`src/rtl/dcache_tag_ctrl_pkg.sv`:
```
// Shared types and sizes for the data-cache tag controller.
package dcache_tag_ctrl_pkg;

   localparam int CACHE_INDEX_W  = 8;
   localparam int CACHE_OFFSET_W = 6;
   localparam int CACHE_TAG_W    = 18;

   // One tag RAM word: valid flag on top, stored tag below.
   typedef struct packed {
      logic                   valid;
      logic [CACHE_TAG_W-1:0] tag;
   } tag_entry_t;

   typedef enum logic [2:0] {
      INIT,
      RUN,
      MISS_REQ,
      MISS_WAIT,
      FILL_WR
   } tag_ctrl_state_t;

endpackage

```
`src/rtl/dcache_tag_ctrl_sweeper.sv`:
```
// Index counter that walks every tag RAM entry while the array is being cleared.
module tag_init_sweeper #(
   parameter int CNT_W = 8
) (
   input  logic             clk,
   input  logic             rst_n,
   input  logic             clear,
   input  logic             advance,
   output logic [CNT_W-1:0] count,
   output logic             done
);

   // Counter restarts at 0 on clear and steps once per sweep cycle.
   always_ff @(posedge clk or negedge rst_n) begin
      if (!rst_n) begin
         count <= '0;
      end else if (clear) begin
         count <= '0;
      end else if (advance) begin
         count <= count + 1'b1;
      end
   end

   assign done = (count == {CNT_W{1'b1}});

endmodule

```
`src/rtl/dcache_tag_ctrl.sv`:
```
// Tag lookup controller: pipelined hit check, miss refill handshake and array clearing.
module dcache_tag_ctrl
   import dcache_tag_ctrl_pkg::*;
#(
   parameter int ADDR_W   = 32,
   parameter int INDEX_W  = CACHE_INDEX_W,
   parameter int OFFSET_W = CACHE_OFFSET_W
) (
   input  logic                            clk,
   input  logic                            rst_n,
   input  logic                            req_valid,
   input  logic [ADDR_W-1:0]               req_addr,
   output logic                            req_ready,
   output logic                            resp_valid,
   output logic                            resp_hit,
   output logic                            miss_valid,
   output logic [ADDR_W-1:0]               miss_addr,
   input  logic                            miss_ready,
   input  logic                            fill_done,
   input  logic                            flush,
   output logic                            busy,
   output logic [INDEX_W-1:0]              tag_raddr,
   output logic                            tag_r_en,
   output logic [INDEX_W-1:0]              tag_waddr,
   output logic                            tag_w_en,
   output logic [ADDR_W-INDEX_W-OFFSET_W:0] tag_din,
   input  logic [ADDR_W-INDEX_W-OFFSET_W:0] tag_dout
);

   localparam int TAG_W = ADDR_W - INDEX_W - OFFSET_W;

   tag_ctrl_state_t    state, state_next;
   logic               s1_valid;
   logic [TAG_W-1:0]   s1_tag;
   logic [INDEX_W-1:0] s1_index;
   logic               flush_pending, flush_pending_next;
   logic               accept, hit;
   logic               sweep_clear, sweep_done;
   logic [INDEX_W-1:0] sweep_count;
   logic [INDEX_W-1:0] req_index;
   logic [TAG_W-1:0]   req_tag;
   tag_entry_t         rd_entry, fill_entry;
   logic               unused_offset_bits;

   assign req_index  = req_addr[OFFSET_W +: INDEX_W];
   assign req_tag    = req_addr[ADDR_W-1 -: TAG_W];
   assign rd_entry   = tag_dout;
   assign fill_entry = '{valid: 1'b1, tag: s1_tag};
   assign hit        = s1_valid && rd_entry.valid && (rd_entry.tag == s1_tag);

   // Byte offset within a block never affects tag lookup.
   assign unused_offset_bits = ^req_addr[OFFSET_W-1:0];

   tag_init_sweeper #(.CNT_W(INDEX_W)) u_sweeper (
      .clk     (clk),
      .rst_n   (rst_n),
      .clear   (sweep_clear),
      .advance (state == INIT),
      .count   (sweep_count),
      .done    (sweep_done)
   );

   // State, flush request and the stage-1 lookup context.
   always_ff @(posedge clk or negedge rst_n) begin
      if (!rst_n) begin
         state         <= INIT;
         flush_pending <= 1'b0;
         s1_valid      <= 1'b0;
         s1_tag        <= '0;
         s1_index      <= '0;
      end else begin
         state         <= state_next;
         flush_pending <= flush_pending_next;
         if (accept) begin
            s1_valid <= 1'b1;
            s1_tag   <= req_tag;
            s1_index <= req_index;
         end else if (state == MISS_REQ || state == MISS_WAIT) begin
            s1_valid <= s1_valid;
         end else if (state == RUN && s1_valid && !hit) begin
            s1_valid <= 1'b1;
         end else begin
            s1_valid <= 1'b0;
         end
      end
   end

   // Next-state and outputs; tag write enable is gated by rst_n so it stays low while reset is held.
   always_comb begin
      state_next         = state;
      flush_pending_next = flush_pending | flush;
      req_ready          = 1'b0;
      accept             = 1'b0;
      resp_valid         = 1'b0;
      resp_hit           = 1'b0;
      miss_valid         = 1'b0;
      miss_addr          = '0;
      tag_r_en           = 1'b0;
      tag_raddr          = '0;
      tag_w_en           = 1'b0;
      tag_waddr          = '0;
      tag_din            = '0;
      sweep_clear        = 1'b1;
      busy               = (state != RUN);
      case (state)
         INIT: begin
            tag_w_en           = rst_n;
            tag_waddr          = sweep_count;
            sweep_clear        = flush;
            flush_pending_next = 1'b0;
            if (!flush && sweep_done) begin
               state_next = RUN;
            end
         end
         RUN: begin
            req_ready = !flush_pending && !(s1_valid && !hit);
            accept    = req_valid && req_ready;
            tag_r_en  = accept;
            tag_raddr = accept ? req_index : '0;
            if (s1_valid && hit) begin
               resp_valid = 1'b1;
               resp_hit   = 1'b1;
            end
            if (s1_valid && !hit) begin
               state_next = MISS_REQ;
            end else if (flush_pending) begin
               state_next = INIT;
            end
         end
         MISS_REQ: begin
            miss_valid = 1'b1;
            miss_addr  = {s1_tag, s1_index, {OFFSET_W{1'b0}}};
            if (miss_ready) begin
               state_next = MISS_WAIT;
            end
         end
         MISS_WAIT: begin
            if (fill_done) begin
               state_next = FILL_WR;
            end
         end
         FILL_WR: begin
            tag_w_en   = 1'b1;
            tag_waddr  = s1_index;
            tag_din    = fill_entry;
            resp_valid = 1'b1;
            state_next = (flush_pending || flush) ? INIT : RUN;
         end
         default: begin
            state_next = INIT;
         end
      endcase
      if (state_next == INIT && state != INIT) begin
         flush_pending_next = 1'b0;
      end
   end

endmodule

```
`config.mk`:
```
export PLATFORM = sky130hd
export DESIGN_NAME = dcache_tag_ctrl
export DESIGN_NICKNAME = d
export VERILOG_FILES = /design/src/rtl/dcache_tag_ctrl_pkg.sv /design/src/rtl/dcache_tag_ctrl_sweeper.sv /design/src/rtl/dcache_tag_ctrl.sv
export SDC_FILE = /design/constraint.sdc
export NUM_CORES = 1
export LEC_CHECK = 0
export CORE_MARGIN = 2
export CORE_UTILIZATION = 48
export DETAILED_ROUTE_END_ITERATION = 10
export PLACE_DENSITY = 0.95
export SLEW_MARGIN = 20
export SYNTH_ARGS = -nofsm -noshare
export SYNTH_HDL_FRONTEND = slang
export SYNTH_SLANG_ARGS = --single-unit
```
`constraint.sdc`:
```
create_clock -name clk -period 5.6 [get_ports clk]
set_clock_uncertainty 0.05 [all_clocks]
set_input_delay 1.12 -clock clk [delete_from_list [all_inputs] [get_ports clk]]
set_output_delay 1.12 -clock clk [all_outputs]
set_load 0.02 [all_outputs]
```
Word level (Yosys, flattened, before mapping)

Cells that the tools add are included.
Widths: inputs -> output; s select.

Equality and inequality tests: 8
Reduce and logical (&&, ||, !) cells: 20
Bitwise logic cells: 1
Add/sub/neg operators: 1
Multiplexer cells: 27

Operators by type and width:

| cell                | count |
|---|---|
| $mux 32             | 1 |
| $mux 8              | 4 |
| $mux 19             | 1 |
| $eq 18x18->1        | 1 |
| $pmux 8 s2          | 1 |
| $mux 3              | 5 |
| $pmux 3 s5          | 1 |
| $mux 1              | 12 |
| $logic_and 1x1->1   | 10 |
| $add 8x1->8 const B | 1 |
| $eq 8x8->1 const B  | 1 |
| $eq 3x2->1 const B  | 2 |
| $logic_not 3->1     | 2 |
| $logic_not 1->1     | 4 |
| $pmux 1 s2          | 2 |
| $eq 3x1->1 const B  | 1 |
| $eq 3x3->1 const B  | 1 |
| $ne 3x1->1 const B  | 1 |
| $reduce_bool 3->1   | 1 |
| $logic_or 1x1->1    | 2 |
| $ne 2x2->1 const B  | 1 |
| $reduce_bool 2->1   | 1 |
| $or 1x1->1          | 1 |

Logic and storage cells: 63
Input bits: 57
Register bits: 39

Longest topological paths before layout

Depth after elaboration: 9
Mapped depth: 7
Gate-level depth less buffers: 5

Modules after synthesis

From an unflattened synthesis, not the netlist that was laid out.

Cells, all modules: 367
Area, all modules: 3166.8 um^2

By module, submodules not included:

| module           | area an instance (um^2) | cells an instance | instances | sequential area each (um^2) |
|---|---|---|---|---|
| dcache_tag_ctrl  | 2770.2                  | 328               | 1         | 775.7 |
| tag_init_sweeper | 396.6                   | 39                | 1         | 200.2 |

Worst setup path before layout

OpenSTA, ideal clock, no wires.

Kind: input-to-output
From: in tag_dout[17]
To: out req_ready
Stages on the path: 6
Required time: 4430 ps
Path buffers: 1
Arrival time: 2675 ps
Path slack: 1755 ps
Cells stage by stage: xor2_1 > nor4_4 > and3_1 > a21boi_1 > buf_2 > nor3_1

Longest elaborated chain between the ends: 7

RTL lines:

| element            | RTL line               | source |
|---|---|---|
| start: declaration | dcache_tag_ctrl.sv:27  | `input logic [ADDR_W-INDEX_W-OFFSET_W:0] tag_dout` |
| $eq 18x18->1       | dcache_tag_ctrl.sv:49  | `assign hit = s1_valid && rd_entry.valid && (rd_entry.tag == s1_tag);` |
| $logic_and 1x1->1  | dcache_tag_ctrl.sv:49  |  |
| $logic_not 1->1    | dcache_tag_ctrl.sv:116 | `req_ready = !flush_pending && !(s1_valid && !hit);` |
| $logic_and 1x1->1  | dcache_tag_ctrl.sv:116 |  |
| $logic_not 1->1    | dcache_tag_ctrl.sv:116 |  |
| $logic_and 1x1->1  | dcache_tag_ctrl.sv:116 |  |
| $mux 1             | dcache_tag_ctrl.sv:105 | `case (state)` |
| end: declaration   | dcache_tag_ctrl.sv:13  | `output logic req_ready,` |

No other way between the ends.

Worst setup path in the final report

From: in tag_dout[15]
To: out tag_raddr[3]

Longest elaborated chain between the ends: 9

RTL lines:

| element           | RTL line               | source |
|---|---|---|
| $eq 18x18->1      | dcache_tag_ctrl.sv:49  |  |
| $logic_and 1x1->1 | dcache_tag_ctrl.sv:49  |  |
| $logic_not 1->1   | dcache_tag_ctrl.sv:116 |  |
| $logic_and 1x1->1 | dcache_tag_ctrl.sv:116 |  |
| $logic_not 1->1   | dcache_tag_ctrl.sv:116 |  |
| $logic_and 1x1->1 | dcache_tag_ctrl.sv:116 |  |
| $logic_and 1x1->1 | dcache_tag_ctrl.sv:117 | `accept = req_valid && req_ready;` |
| $mux 8            | dcache_tag_ctrl.sv:119 | `tag_raddr = accept ? req_index : '0;` |
| $mux 8            | dcache_tag_ctrl.sv:105 |  |
| end: declaration  | dcache_tag_ctrl.sv:22  | `output logic [INDEX_W-1:0] tag_raddr,` |

No other way between the ends.

==> impl_metrics.toml <==
[route]
vias = 3653
vias_per_cell = 6.34
routedWlPerCell_um = 18.5
ant_nets = 0
drt_first_pass_iters = 5
drt_iter0_markers = 343
wl_um = 10700
drc_errors = 0

[global_route]
grt-ovfl-total = 0
met2_usage_pct = 48.7
use_met1_pct = 36.2
grt_pass1_vias = 3478
grt_max_degree = 54
grt_busiest_layer = "met2"
track_usage_pct = 28.4
met3_usage_pct = 5.14
antenna_found_initial = 0
grt_pass1_wl_um = 17100

[synth]
syn_inst = 401
ys_types = 37
synth-main-ff-cell = "dfrtp_1"
synth_top_area_cell = "dfrtp_1"
synth-xor-area-share_pct = 6.20
synth_edf_count = 0
synth-compound-area-share_pct = 24.5
synth-seq-cells = 39
seq_area_frac_synth_pct = 30.0
yosys_warnings = 0
yosysTopAreaCellShare_pct = 30.0
avgSynthCellArea_um2 = 8.10
synth_top_family_by_area = "simple AND/OR/NAND/NOR gates"
synthAdderAreaFrac_pct = 0.385
yosys-top-cells-area = "dfrtp_1 30%, and2_1 8.5%, a41oi_1 7.0%, nor3b_1 6.2%, o211ai_1 6.0%"
yosys.area_share.simple_pct = 28.9
synthMuxAreaShare_pct = 2.77
synthArstFlopShare_pct = 100
synth_area_um2 = 3250

[timing]
fin_setup_tns_ns = 0
setup_violations = 0
period_share_pct = 87.5
max_freq_ghz = 0.204
finalCriticalPeriod_ns = 4.90
hold_viol_final = 0
worstMarginPinSlew_ns = 1.04
slew_headroom_pct = 30.2
final_max_slew_viol_count = 0
rsz0062_at_grt = "no"
layout_setup_ws_ns = 0.697

[pwr]
irDropWorstVdd_v = 0.000195
p_per_area_nw_per_um2 = 381
combPwrFrac_pct = 53.7
switching_share_pct = 44.8
intPower_mw = 0.959
p_leak_nw = 1.66
p_switching_mw = 0.777
seqPwrFrac_pct = 29.8
p_clk_share_pct = 16.5
total_power_mw = 1.74

[cts]
cts_resized = 0
cts_buffers = 5
cts-root-buf = "clkbuf_8"
holdBufCountCts = 0
clk_pin_slew_ns = 0.07
cts_sinks = 39
cts_tree = "built"
htreeDepth = 2
clk_latency_ns = 0.30
cts_setup_buffers = 0
cts_max_path_buffers = 2

[setup_path]
r2r-start = "state[2]"
required_ns = 4.43
end_kind = "primary output"
worstPathArrival_ns = 3.73
setup.worst_path.class = "in2out"
critPathMaxFanout = 11
startpoint = "tag_dout[15]"
reg2regPathDepth = 5
crit_end = "tag_raddr[3]"
reg2reg_setup_slack_ns = 2.89
r2r-end = "s1_tag[15]"
cp-start-kind = "input pin"

[outcome]
status = "finished, final reports clean"

[placement]
place.gp.congestion = 0.906
pre_cts_ws_ns = 0.676
portBuffers = 118
hpwl_um = 7330

[run]
max-cap-violations = 0

[final_layout]
seq_area_um2 = 977
diodes = 0
fill_cells = 502
synthToLayoutAreaGrowth_pct = 40.4
final_nets = 556
layout-drive-gt1-share_pct = 5.41
multi_input_area_um2 = 2080

[floorplanning]
die_h_um = 86.3
rows = 29
io_pins = 131
core_area_um2 = 6460
die_width_um = 86.3
dieArea_um2 = 7440
start_util_pct = 50.3

[min_path]
worst_hold_path_type = "reg2reg"
synthesized netlist by cell type, types with 3 or more instances:
library cell and instances:
and2_1 44, nand2_1 40, dfrtp_1 39, nor2_1 30, a21oi_1 29, a31oi_1 27
nor3b_1 27, a41oi_1 26, clkbuf_1 26, o211ai_1 26, xor2_1 13, xnor2_1 10
mux2i_1 9, buf_2 7, buf_4 7, and3_1 6, inv_1 5, nand3_1 5
nor4_4 3
power by group through the flow:
stage	sequential (mW)	clock, mW	combinational, mW
6_report	0.517	0.286	0.933
5_1_grt	0.533	0.296	1.01
4_1_cts	0.509	0.285	0.929
3_5_place_dp	0.514	0	0.924
3_3_place_gp	0.506	0	0.882
2_1_floorplan	0.459	0	0.620
state kept, by name, indices dropped and copies added, names as in the netlist:
name	count
flush_pending	1
state	3
s1_tag	18
u_sweeper.count	8
s1_index	8
s1_valid	1
final cells by class:
type / instances / area share, %
clock inverter: 2 / 1.32
timing repair buffer: 128 / 27.4
clock buffer: 6 / 1.59
sequential: 39 / 21.4
inverter: 5 / 0.412
tap: 77 / 2.11
multi-input combinational: 319 / 45.7
cells by family (layout without fill, tap and decap cells):
| kind of cell | count (synthesis) | in the layout |
|---|---|---|
| AOI/OAI and AO/OA | 116 | 116 |
| DFF | 39 | 39 |
| adders and majority gates | 1 | 1 |
| muxes | 9 | 9 |
| other | 1 | 6 |
| buffers and inverters | 48 | 141 |
| and+or+nand+nor | 164 | 164 |
| xor gates and xnor gates | 23 | 23 |
cells in the final DEF (no fill, tap or decap), types with 9 or more instances in the layout:
cell type,synthesis,final
and2_1,44,44
a41oi_1,26,26
dfrtp_1,39,38
nor3b_1,27,26
o211ai_1,26,26
nand2_1,40,40
mux2i_1,9,9
buf_4,7,10
nor2_1,30,30
a31oi_1,27,27
clkdlybuf4s50_1,0,117
a21oi_1,29,29
xnor2_1,10,10
xor2_1,13,13
worst min-delay path by stage:
stage | startpoint | end | cells after the start
after floorplan | u_sweeper.count[0] | u_sweeper.count[0] | 1
after global placement | u_sweeper.count[0] | u_sweeper.count[0] | 1
after detailed placement | u_sweeper.count[0] | u_sweeper.count[0] | 1
after CTS | u_sweeper.count[0] | u_sweeper.count[0] | 1
after global routing | u_sweeper.count[0] | u_sweeper.count[0] | 1
final | u_sweeper.count[0] | u_sweeper.count[0] | 1
worst max-delay path, stage by stage:
cell,delay [ns]
clkdlybuf4s50_1,0.47
xor2_1,0.31
nor4_4,0.10
and3_1,0.21
a21boi_1,0.78
nor2_1,0.14
clkdlybuf4s50_1,0.60
stage by stage:
step	instances	area, µm²	hold slack [ns]	util, %
final	576	4560	0.426	70.6
after global routing	576	4560	0.459	70.6
after CTS	576	4550	0.428	70.5
after detailed placement	568	4420	0.417	68.4
after global placement	568	4420	0.416	68.4
after floorplan	406	3270	0.397	-
routing by layer:
metal | up-vias | part of all wire [%]
li1 | 1647 | -
met5 | - | 0
met2 | 209 | 50
met3 | 30 | 7.7
met4 | 0 | 2.3
met1 | 1767 | 40
Note: power is estimated with default switching activity, not from simulation.
